<file path="config.mk">
export PLATFORM = sky130hd
export DESIGN_NAME = mult16_share_sched
export DESIGN_NICKNAME = d
export VERILOG_FILES = /design/src/rtl/mult16_share_sched.sv
export SDC_FILE = /design/constraint.sdc
export NUM_CORES = 1
export LEC_CHECK = 0
export BUFFER_PORTS_ARGS = -buffer_cell sky130_fd_sc_hd__clkbuf_2
export CAP_MARGIN = 20
export CORE_MARGIN = 1.5
export CORE_UTILIZATION = 40
export DETAILED_ROUTE_END_ITERATION = 12
export PLACE_DENSITY = 0.71
export SYNTH_ARGS = -nofsm -noshare
export SYNTH_HDL_FRONTEND = slang
export SYNTH_SLANG_ARGS = --single-unit
</file>
<file path="constraint.sdc">
create_clock -name clk -period 5.8 [get_ports clk]
set_clock_uncertainty 0.15 [all_clocks]
set_input_delay 1.16 -clock clk [delete_from_list [all_inputs] [get_ports clk]]
set_output_delay 1.16 -clock clk [all_outputs]
set_load 0.1 [all_outputs]
</file>
<file path="src/rtl/mult16_share_sched.sv">
// Shares one external 16x16 compressor tree among NUM_REQ requesters, with credit-protected result FIFO.
// Define MULT16_SCHED_FIXED_PRIO_EN for fixed lowest-index priority instead of round-robin.
module mult16_share_sched #(
  parameter int NUM_REQ    = 4,
  parameter int COMP_LAT   = 1,
  parameter int FIFO_DEPTH = 4,
  parameter int ID_W       = 2
) (
  input  logic                     clk,
  input  logic                     rst_n,
  input  logic [NUM_REQ-1:0]       req_valid,
  output logic [NUM_REQ-1:0]       req_ready,
  input  logic [NUM_REQ-1:0][15:0] req_a,
  input  logic [NUM_REQ-1:0][15:0] req_b,
  output logic [255:0]             comp_pp,
  input  logic [31:0]              comp_out,
  output logic                     res_valid,
  input  logic                     res_ready,
  output logic [ID_W-1:0]          res_id,
  output logic [31:0]              res_data
);

  localparam int CNT_W = $clog2(FIFO_DEPTH + 1);
  localparam int AW    = $clog2(FIFO_DEPTH);

  logic [255:0]                 comp_pp_q, pp_d;
  logic [COMP_LAT:0]            vld_pipe_q;
  logic [COMP_LAT:0][ID_W-1:0]  id_pipe_q;
  logic [CNT_W-1:0]             inflight_q, cnt_q;
  logic [AW-1:0]                wr_q, rd_q;
  logic [ID_W+31:0]             mem_q [FIFO_DEPTH];

  logic            can_issue, found_c, acc, push, pop;
  logic [ID_W-1:0] gnt_id_c, cand;
  logic [15:0]     a_sel, b_sel;

  // Credits cover both the compressor pipeline and the FIFO, so a push always has room.
  assign can_issue = ({1'b0, inflight_q} + {1'b0, cnt_q}) < (CNT_W+1)'(FIFO_DEPTH);

`ifndef MULT16_SCHED_FIXED_PRIO_EN
  logic [ID_W-1:0] ptr_q;

  function automatic logic [ID_W-1:0] rr_idx(input logic [ID_W-1:0] base, input int k);
    int s;
    s = int'(base) + k;
    if (s >= NUM_REQ) s -= NUM_REQ;
    return ID_W'(s);
  endfunction
`endif

  always_comb begin
    cand     = '0;
    gnt_id_c = '0;
    found_c  = 1'b0;
    for (int k = 0; k < NUM_REQ; k++) begin
`ifdef MULT16_SCHED_FIXED_PRIO_EN
      cand = ID_W'(k);
`else
      cand = rr_idx(ptr_q, k);
`endif
      if (!found_c && req_valid[cand]) begin
        found_c  = 1'b1;
        gnt_id_c = cand;
      end
    end
  end

  assign req_ready = (found_c && can_issue && rst_n) ? (NUM_REQ'(1) << gnt_id_c) : '0;
  assign acc       = |(req_valid & req_ready);
  assign a_sel     = req_a[gnt_id_c];
  assign b_sel     = req_b[gnt_id_c];

  // Bit 16*i+j carries a[j]&b[i] (weight i+j); zero when nothing is accepted.
  for (genvar i = 0; i < 16; i++) begin : g_row
    for (genvar j = 0; j < 16; j++) begin : g_col
      assign pp_d[16*i+j] = acc & a_sel[j] & b_sel[i];
    end
  end

  assign push = vld_pipe_q[COMP_LAT];
  assign pop  = res_valid && res_ready;

  always_ff @(posedge clk) begin
    if (!rst_n) begin
      comp_pp_q  <= '0;
      vld_pipe_q <= '0;
      id_pipe_q  <= '0;
      inflight_q <= '0;
      cnt_q      <= '0;
      wr_q       <= '0;
      rd_q       <= '0;
`ifndef MULT16_SCHED_FIXED_PRIO_EN
      ptr_q      <= '0;
`endif
    end else begin
      comp_pp_q  <= pp_d;
      // Stage 0 lines up with comp_pp; stage COMP_LAT lines up with comp_out.
      vld_pipe_q <= {vld_pipe_q[COMP_LAT-1:0], acc};
      id_pipe_q  <= {id_pipe_q[COMP_LAT-1:0], gnt_id_c};
      case ({acc, push})
        2'b10:   inflight_q <= inflight_q + 1'b1;
        2'b01:   inflight_q <= inflight_q - 1'b1;
        default: inflight_q <= inflight_q;
      endcase
      case ({push, pop})
        2'b10:   cnt_q <= cnt_q + 1'b1;
        2'b01:   cnt_q <= cnt_q - 1'b1;
        default: cnt_q <= cnt_q;
      endcase
      if (push) wr_q <= wr_q + 1'b1;
      if (pop)  rd_q <= rd_q + 1'b1;
`ifndef MULT16_SCHED_FIXED_PRIO_EN
      if (acc) ptr_q <= (int'(gnt_id_c) == NUM_REQ - 1) ? '0 : gnt_id_c + 1'b1;
`endif
    end
  end

  always_ff @(posedge clk) begin
    if (rst_n && push) mem_q[wr_q] <= {id_pipe_q[COMP_LAT], comp_out};
  end

  assign comp_pp   = comp_pp_q;
  assign res_valid = (cnt_q != '0);
  assign res_id    = res_valid ? mem_q[rd_q][ID_W+31:32] : '0;
  assign res_data  = res_valid ? mem_q[rd_q][31:0] : '0;

endmodule

</file>
==> flow_summary.toml, run 1 <==
[status]
outcome = "finished clean"

[global_route]
antenna_found_initial = 0
grt_max_degree = 52
grt_pass1_vias = 9633
grt_overflow = 0
grt_pass1_wl_um = 55000
grtUsageTotal = 0.203

[critical_path]
r2r-start = "ptr_q[1]"
r2r-end = "comp_pp[189]"
crit_slowest_cell = "o22ai_4"
startpoint_type = "input port"
max_stage_delay_ns = 0.49
cp_max_fo = 19
r2r_cells = 11
cpMostUsedCell = "clkbuf_2"
cp-end-kind = "primary output"
required_ns = 4.49
crit_arrival_ns = 3.27
r2r_slack_ns = 1.98
crit_type = "in2out"
crit_chain = "clkbuf_2, a21oi_1, o21a_1, o22ai_4, inv_2, ha_1, o41ai_1, nor2_1, clkbuf_2"

[sta]
period_minus_slack_ns = 4.58
finalHoldViolCount = 0
fin_crit_sh = 0.789
setup_viol = 0
max_freq_mhz = 219
rsz0062_at_grt = "no"
worst_pin_slew_ns = 1.10
slew_viol_final = 0
setup-tns-final_ns = 0
maxSlewHeadroom = 0.266

[clocking]
post_cts_buffers = 0
htreeDepth = 2
cts.clk_slew.worst_paths_ns = 0.06
cts_sinks = 412
cts_max_path_buffers = 3
root_buffer = "clkbuf_16"
hold_buffers = 0
clock_latency_ns = 0.52
cts_buffers = 41
cts_resized = 0
cts_tree = "yes"

[detailed_routing]
drtAntennaViolNets = 0
drt-initial-drc-count = 415
totalWireLength_um = 36800
dr_total_vias = 9364
routedWlPerCell_um = 19.1
drc_errors = 0
first_pass_iters = 5
viasPerCell = 4.86

[worst_hold_path]
worstHoldStart = "vld_pipe_q[0]"
worstHoldPathCells = 1
min_to = "vld_pipe_q[1]"
hold_path_class = "reg2reg"

[final_layout]
multi_input_area_um2 = 3630
antenna_cells = 0
layout-drive-gt1-share = 0.423
layout_common_cells = "clkbuf_2 (463), dfxtp_1 (275), nor2_1 (199)"
areaGrowthSynthToFinish_pct = 28.8
layout_commonest_cell = "clkbuf_2"
fill_cells = 2894
regArea_um2 = 9610
final_nets = 1625

[synth]
ys.flop_type = "dfxtp_1"
avgSynthCellArea_um2 = 13.7
syn-cell-area_um2 = 13700
synth_edf_count = 136
ys_ff_latch = 412
synthCells = 997
syn-num-nets = 1175
ys.warnings.count = 0
synth_cell_type_count = 44
async_flop_share = 0
ys_seq_area_frac = 0.701

[floorplan]
die_w_um = 188
core-area_um2 = 33600
rows = 67
start_util = 0.408
dieArea_um2 = 35400
pin_count = 462
die_y_um = 188

[placed_design]
place_congestion = 0.791
hpwl_um = 25900
io_buffers = 461

[run]
cap_violations = 0
==> flip-flops by register name (all words and copies together), names as in the netlist, named ones only <==
signal	cells
id_pipe_q	4
rd_q	2
ptr_q	2
comp_pp	256
cnt_q	3
mem_q	136
vld_pipe_q	2
inflight_q	3
wr_q	2
==> worst max-delay path, delay by kind of cell <==
kind	cells	cell delay (ns)
adders and majority gates	1	0.29
and+or+nand+nor	1	0.07
AOI/OAI and AO/OA	4	0.85
buffers and inverters	3	0.88
==> per-stage QoR <==
step           utilization  setup WS [ns]  instances  instance area, µm²  hold WS, ns
5_1_grt              0.525           1.05       1926               17700        0.315
3_5_place_dp         0.483           1.04       1852               16200        0.272
6_report             0.525           1.22       1926               17700        0.290
2_1_floorplan            -          0.981        997               13700        0.262
3_3_place_gp         0.483           1.11       1852               16200        0.264
4_1_cts              0.525           1.20       1926               17700        0.290
==> cells in the mapped netlist, types with 13 or more instances <==
cell type,instances,share of area
o22ai_1,14,0.0064
inv_1,14,0.0038
mux2i_1,52,0.038
mux4_2,34,0.056
a211o_1,14,0.0089
clkbuf_1,13,0.0036
mux2_2,17,0.014
nor2_1,199,0.054
and2_1,45,0.021
buf_6,18,0.015
dfxtp_1,276,0.40
buf_2,29,0.011
edfxtp_1,136,0.30
nor3_1,33,0.012
nor2_2,29,0.013
==> kinds of logic (layout without fill, tap and decap cells) <==
logic type | Yosys count | in the layout | synth area share
simple gates | 332 | 332 | 0.111
xor+xnor | 7 | 7 | 0.00447
fa+ha+maj | 11 | 11 | 0.0111
compound gates | 53 | 53 | 0.0292
flops | 412 | 412 | 0.701
mux | 103 | 103 | 0.108
buf+inv | 79 | 560 | 0.0358
==> layout make-up <==
cell class | count | share of cell area
clock buffer | 60 | 0.0686
sequential | 412 | 0.544
multi-input combinational | 506 | 0.206
inverter | 15 | 0.00319
clock inverter | 14 | 0.0116
tap | 448 | 0.0317
timing repair buffer | 471 | 0.135
==> metal layers <==
metal	track usage	share of wire
met2	0.354	0.49
met3	0.0601	0.088
met4	0.0615	0.025
met5	0	0
met1	0.241	0.39
==> how the worst max path moves through the flow <==
stage,cells past startpoint,endpoint,slack [ns],from
final,9,req_ready[3],1.22,req_valid[0]
after global routing,9,req_ready[3],1.05,req_valid[0]
after floorplan,9,req_ready[3],0.98,req_valid[0]
after detailed placement,12,comp_pp[189],1.04,req_valid[0]
after CTS,9,req_ready[3],1.20,req_valid[0]
after global placement,12,comp_pp[188],1.11,req_valid[0]
Power of run 1 is left out: the tool's default activity adds up to more than one toggle a clock period on the data nets, which glitch-free logic cannot reach.
==> run 2, diff against run 1 <==
==> constraint.sdc (replaced) <==
create_clock -name clk -period 4.3 [get_ports clk]
set_clock_uncertainty 0.15 [all_clocks]
set_input_delay 0.86 -clock clk [delete_from_list [all_inputs] [get_ports clk]]
set_output_delay 0.86 -clock clk [all_outputs]
set_load 0.1 [all_outputs]
==> flow_summary.toml, run 2 (synthesis gave the netlist of run 1 again) <==
[status]
outcome = "finished clean"

[run]
cap_violations = 0

[clocking]
htreeDepth = 2
post_cts_buffers = 0
cts_buffers = 41
hold_buffers = 0
clock_latency_ns = 0.52
cts_sinks = 412
cts_max_path_buffers = 3
cts_resized = 0
cts.clk_slew.worst_paths_ns = 0.06
root_buffer = "clkbuf_16"
cts_tree = "yes"

[floorplan]
core-area_um2 = 33600
die_y_um = 188
die_w_um = 188
pin_count = 462
rows = 67
start_util = 0.408
dieArea_um2 = 35400

[critical_path]
cp_max_fo = 4
startpoint_type = "register"
crit_arrival_ns = 2.83
required_ns = 3.29
cp-end-kind = "primary output"
crit_type = "reg2out"

[global_route]
grt_overflow = 0
grt_pass1_vias = 9692
grtUsageTotal = 0.215
antenna_found_initial = 0
grt_pass1_wl_um = 57700
grt_max_degree = 52

[sta]
rsz0062_at_grt = "no"
setup_viol = 0
worst_pin_slew_ns = 0.907
max_freq_mhz = 261
finalHoldViolCount = 0
maxSlewHeadroom = 0.395
whs_ns = 0.281
setup-tns-final_ns = 0
period_minus_slack_ns = 3.84
fin_crit_sh = 0.892
slew_viol_final = 0

[detailed_routing]
routedWlPerCell_um = 19.9
viasPerCell = 4.88
dr_total_vias = 9445
drtAntennaViolNets = 0
drt-initial-drc-count = 604
first_pass_iters = 5
drc_errors = 0
totalWireLength_um = 38600

[final_layout]
areaGrowthSynthToFinish_pct = 29.2
antenna_cells = 0
layout-drive-gt1-share = 0.427
layout_commonest_cell = "clkbuf_2"
layout_common_cells = "clkbuf_2 (459), dfxtp_1 (275), nor2_1 (199)"
final_nets = 1636
layout.core_utilization = 0.527
largest_reg_flops = 256

[placed_design]
hpwl_um = 26600
io_buffers = 461
place_congestion = 0.813

[worst_hold_path]
hold_path_class = "reg2reg"
run 2: worst paths after layout:
kind,from,cells after the start,end,slack (ns)
hold / removal,id_pipe_q[0],1,id_pipe_q[2],0.28
hold reg to reg,id_pipe_q[0],1,id_pipe_q[2],0.28
setup / recovery,cnt_q[2],6,req_ready[1],0.46
setup reg to reg,ptr_q[1],7,comp_pp[239],1.01
run 2: final cells by class:
| class | instances | area (µm²) |
|---|---|---|
| fill | 2859 | 15900 |
| clock buffer | 59 | 1180 |
| tap | 448 | 561 |
| timing repair buffer | 482 | 2490 |
| inverter | 15 | 56.3 |
| clock inverter | 14 | 178 |
| sequential | 412 | 9610 |
| multi-input combinational | 506 | 3630 |
run 2: routing by layer:
metal,track usage,share of wire,vias to the layer above
li1,-,-,4339
met1,0.257,0.39,4642
met2,0.366,0.49,398
met3,0.0698,0.094,66
met4,0.0695,0.025,0
met5,0,0,-
run 2: critical path: stages, from the launching register on:
cell,delay [ns]
dfxtp_1,0.38
ha_1,0.24
or4b_1,0.51
a31oi_2,0.26
inv_1,0.09
nor2_1,0.29
clkbuf_2,0.53
run 2: stage by stage:
stage | cell area, µm² | setup WS, ns | cells
5_1_grt | 17700 | 0.341 | 1936
4_1_cts | 17700 | 0.422 | 1936
2_1_floorplan | 13700 | 0.0815 | 997
3_3_place_gp | 16400 | 0.659 | 1863
3_5_place_dp | 16400 | 0.634 | 1863
6_report | 17700 | 0.464 | 1936
Power of run 2 is left out for the same reason.
==> run 3, diff against run 2 <==
--- a/config.mk
+++ b/config.mk
@@ -5,12 +5,13 @@
 export SDC_FILE = /design/constraint.sdc
 export NUM_CORES = 1
 export LEC_CHECK = 0
+export ABC_AREA = 1
 export BUFFER_PORTS_ARGS = -buffer_cell sky130_fd_sc_hd__clkbuf_2
 export CAP_MARGIN = 20
 export CORE_MARGIN = 1.5
 export CORE_UTILIZATION = 40
 export DETAILED_ROUTE_END_ITERATION = 12
-export PLACE_DENSITY = 0.71
+export PLACE_DENSITY = 0.7
 export SYNTH_ARGS = -nofsm -noshare
 export SYNTH_HDL_FRONTEND = slang
 export SYNTH_SLANG_ARGS = --single-unit
==> flow_summary.toml, run 3 <==
[final_layout]
layout_commonest_cell = "clkbuf_2"
fill_cells = 3364
layout.core_utilization = 0.521
final_nets = 2112
layout_common_cells = "clkbuf_2 (423), dfxtp_1 (275), nor2_1 (270)"
layout-drive-gt1-share = 0.380
areaGrowthSynthToFinish_pct = 28.4
largest_reg_flops = 256

[global_route]
grtUsageTotal = 0.234
grt_pass1_vias = 11688
grt_pass1_wl_um = 68600
antenna_found_initial = 6
grt_max_degree = 67
grt_overflow = 0

[clocking]
cts_max_path_buffers = 3
cts_sinks = 412
hold_buffers = 0
cts.clk_slew.worst_paths_ns = 0.06
cts_tree = "yes"
cts_buffers = 40
post_cts_buffers = 0
htreeDepth = 2
clock_latency_ns = 0.57
root_buffer = "clkbuf_16"
cts_resized = 0

[status]
outcome = "finished clean"

[detailed_routing]
totalWireLength_um = 47100
dr_total_vias = 12005
first_pass_iters = 4
routedWlPerCell_um = 19.0
drt-initial-drc-count = 630
drc_errors = 0
drtAntennaViolNets = 0
viasPerCell = 4.84

[sta]
maxSlewHeadroom = 0.540
rsz0062_at_grt = "no"
fin_crit_sh = 0.897
finalHoldViolCount = 0
setup-tns-final_ns = 0
worst_pin_slew_ns = 0.691
slew_viol_final = 0
max_freq_mhz = 259
whs_ns = 0.261
period_minus_slack_ns = 3.86
setup_viol = 0

[synth]
synthAdderAreaFrac = 0.00999
netlist_top_cells_count = "dfxtp_1 (276), nor2_1 (274), nand2_1 (190)"
syn-cell-area_um2 = 15300
synth_top_area_frac = 0.362
synth_area_leaders = "dfxtp_1 (36%), edfxtp_1 (27%), nor2_1 (6.7%)"
synth_top_family_by_area = "simple AND/OR/NAND/NOR gates"
ys_seq_area_frac = 0.629
syn-num-nets = 1682
synth-simple-area-share = 0.246
synth_compound_area_frac = 0.0425
ys.flop_type = "dfxtp_1"
ys_ff_latch = 412
synthCells = 1504
post-synth-top-area-cell = "dfxtp_1"
yosys.cell_count.top_type = "dfxtp_1"
synth_edf_count = 136
synth_cell_type_count = 27
async_flop_share = 0
ys.warnings.count = 0
avgSynthCellArea_um2 = 10.2
yosys.area_share.xor_xnor = 0
synth_mux_area_frac = 0

[critical_path]
cp_max_fo = 66
crit_arrival_ns = 2.85
required_ns = 3.29
cp-end-kind = "primary output"
startpoint_type = "register"
crit_type = "reg2out"

[floorplan]
dieArea_um2 = 39400
start_util = 0.406
rows = 71
die_w_um = 198
die_y_um = 198
pin_count = 462
core-area_um2 = 37700

[placed_design]
io_buffers = 461
place_congestion = 0.890
hpwl_um = 33600

[run]
cap_violations = 0

[worst_hold_path]
hold_path_class = "reg2reg"
## run 3: cell types whose count changed in the layout (fill, tap and decap cells not counted), sizes merged, moves of 34 or more
cell and delta:
nand2 +201, nor2 +185, inv +89, o21ai +71
nand4 +67, nand3 +57, mux2i -52, a21oi +45
and2 -45, buf +39, clkbuf -38, mux4 -34
## run 3: final timing paths
path	from	to	slack (ns)	cells after the start
max	ptr_q[0]	req_ready[1]	0.44	11
min	vld_pipe_q[0]	vld_pipe_q[1]	0.26	2
max reg2reg	ptr_q[0]	inflight_q[2]	0.95	20
min reg2reg	vld_pipe_q[0]	vld_pipe_q[1]	0.26	2
## run 3: cell type report
| cell class | count | area, µm² | area share |
|---|---|---|---|
| flip-flops and latches | 412 | 9610 | 0.490 |
| inverters | 105 | 394 | 0.0201 |
| well taps | 511 | 639 | 0.0326 |
| clock inverters | 13 | 115 | 0.00587 |
| clock buffers | 57 | 1190 | 0.0604 |
| multi-input cells | 890 | 4600 | 0.234 |
| repair buffers | 485 | 3070 | 0.156 |
| diodes | 5 | 12.5 | 0.000638 |
## run 3: through the flow
stage	setup slack [ns]	instances	cell area, µm²
2_1_floorplan	0.0439	1504	15300
3_3_place_gp	0.730	2403	18300
3_5_place_dp	0.704	2403	18300
4_1_cts	0.402	2473	19600
5_1_grt	0.225	2477	19600
6_report	0.444	2478	19600
## run 3: cells by family after synthesis
logic type,count (synthesis)
AOI/OAI and AO/OA,128
adders and majority gates,11
buffers and inverters,202
DFF,412
and+or+nand+nor,751
## run 3: critical path, cell delays in order, from the launching register on
cell and delay, ns:
dfxtp_1 0.60, inv_2 0.18, nand2_1 0.15, nand3_2 0.09, nand2_1 0.14, inv_1 0.08
nand2_1 0.08, nand2_2 0.06, nand3_2 0.07, buf_4 0.54, nor3_2 0.12, buf_12 0.20
## run 3: layer usage
| layer | global-route usage | part of all wire |
|---|---|---|
| met1 | 0.281 | 0.39 |
| met2 | 0.404 | 0.50 |
| met3 | 0.0521 | 0.072 |
| met4 | 0.100 | 0.035 |
| met5 | 0 | 0.00028 |
Power of run 3 is left out for the same reason.
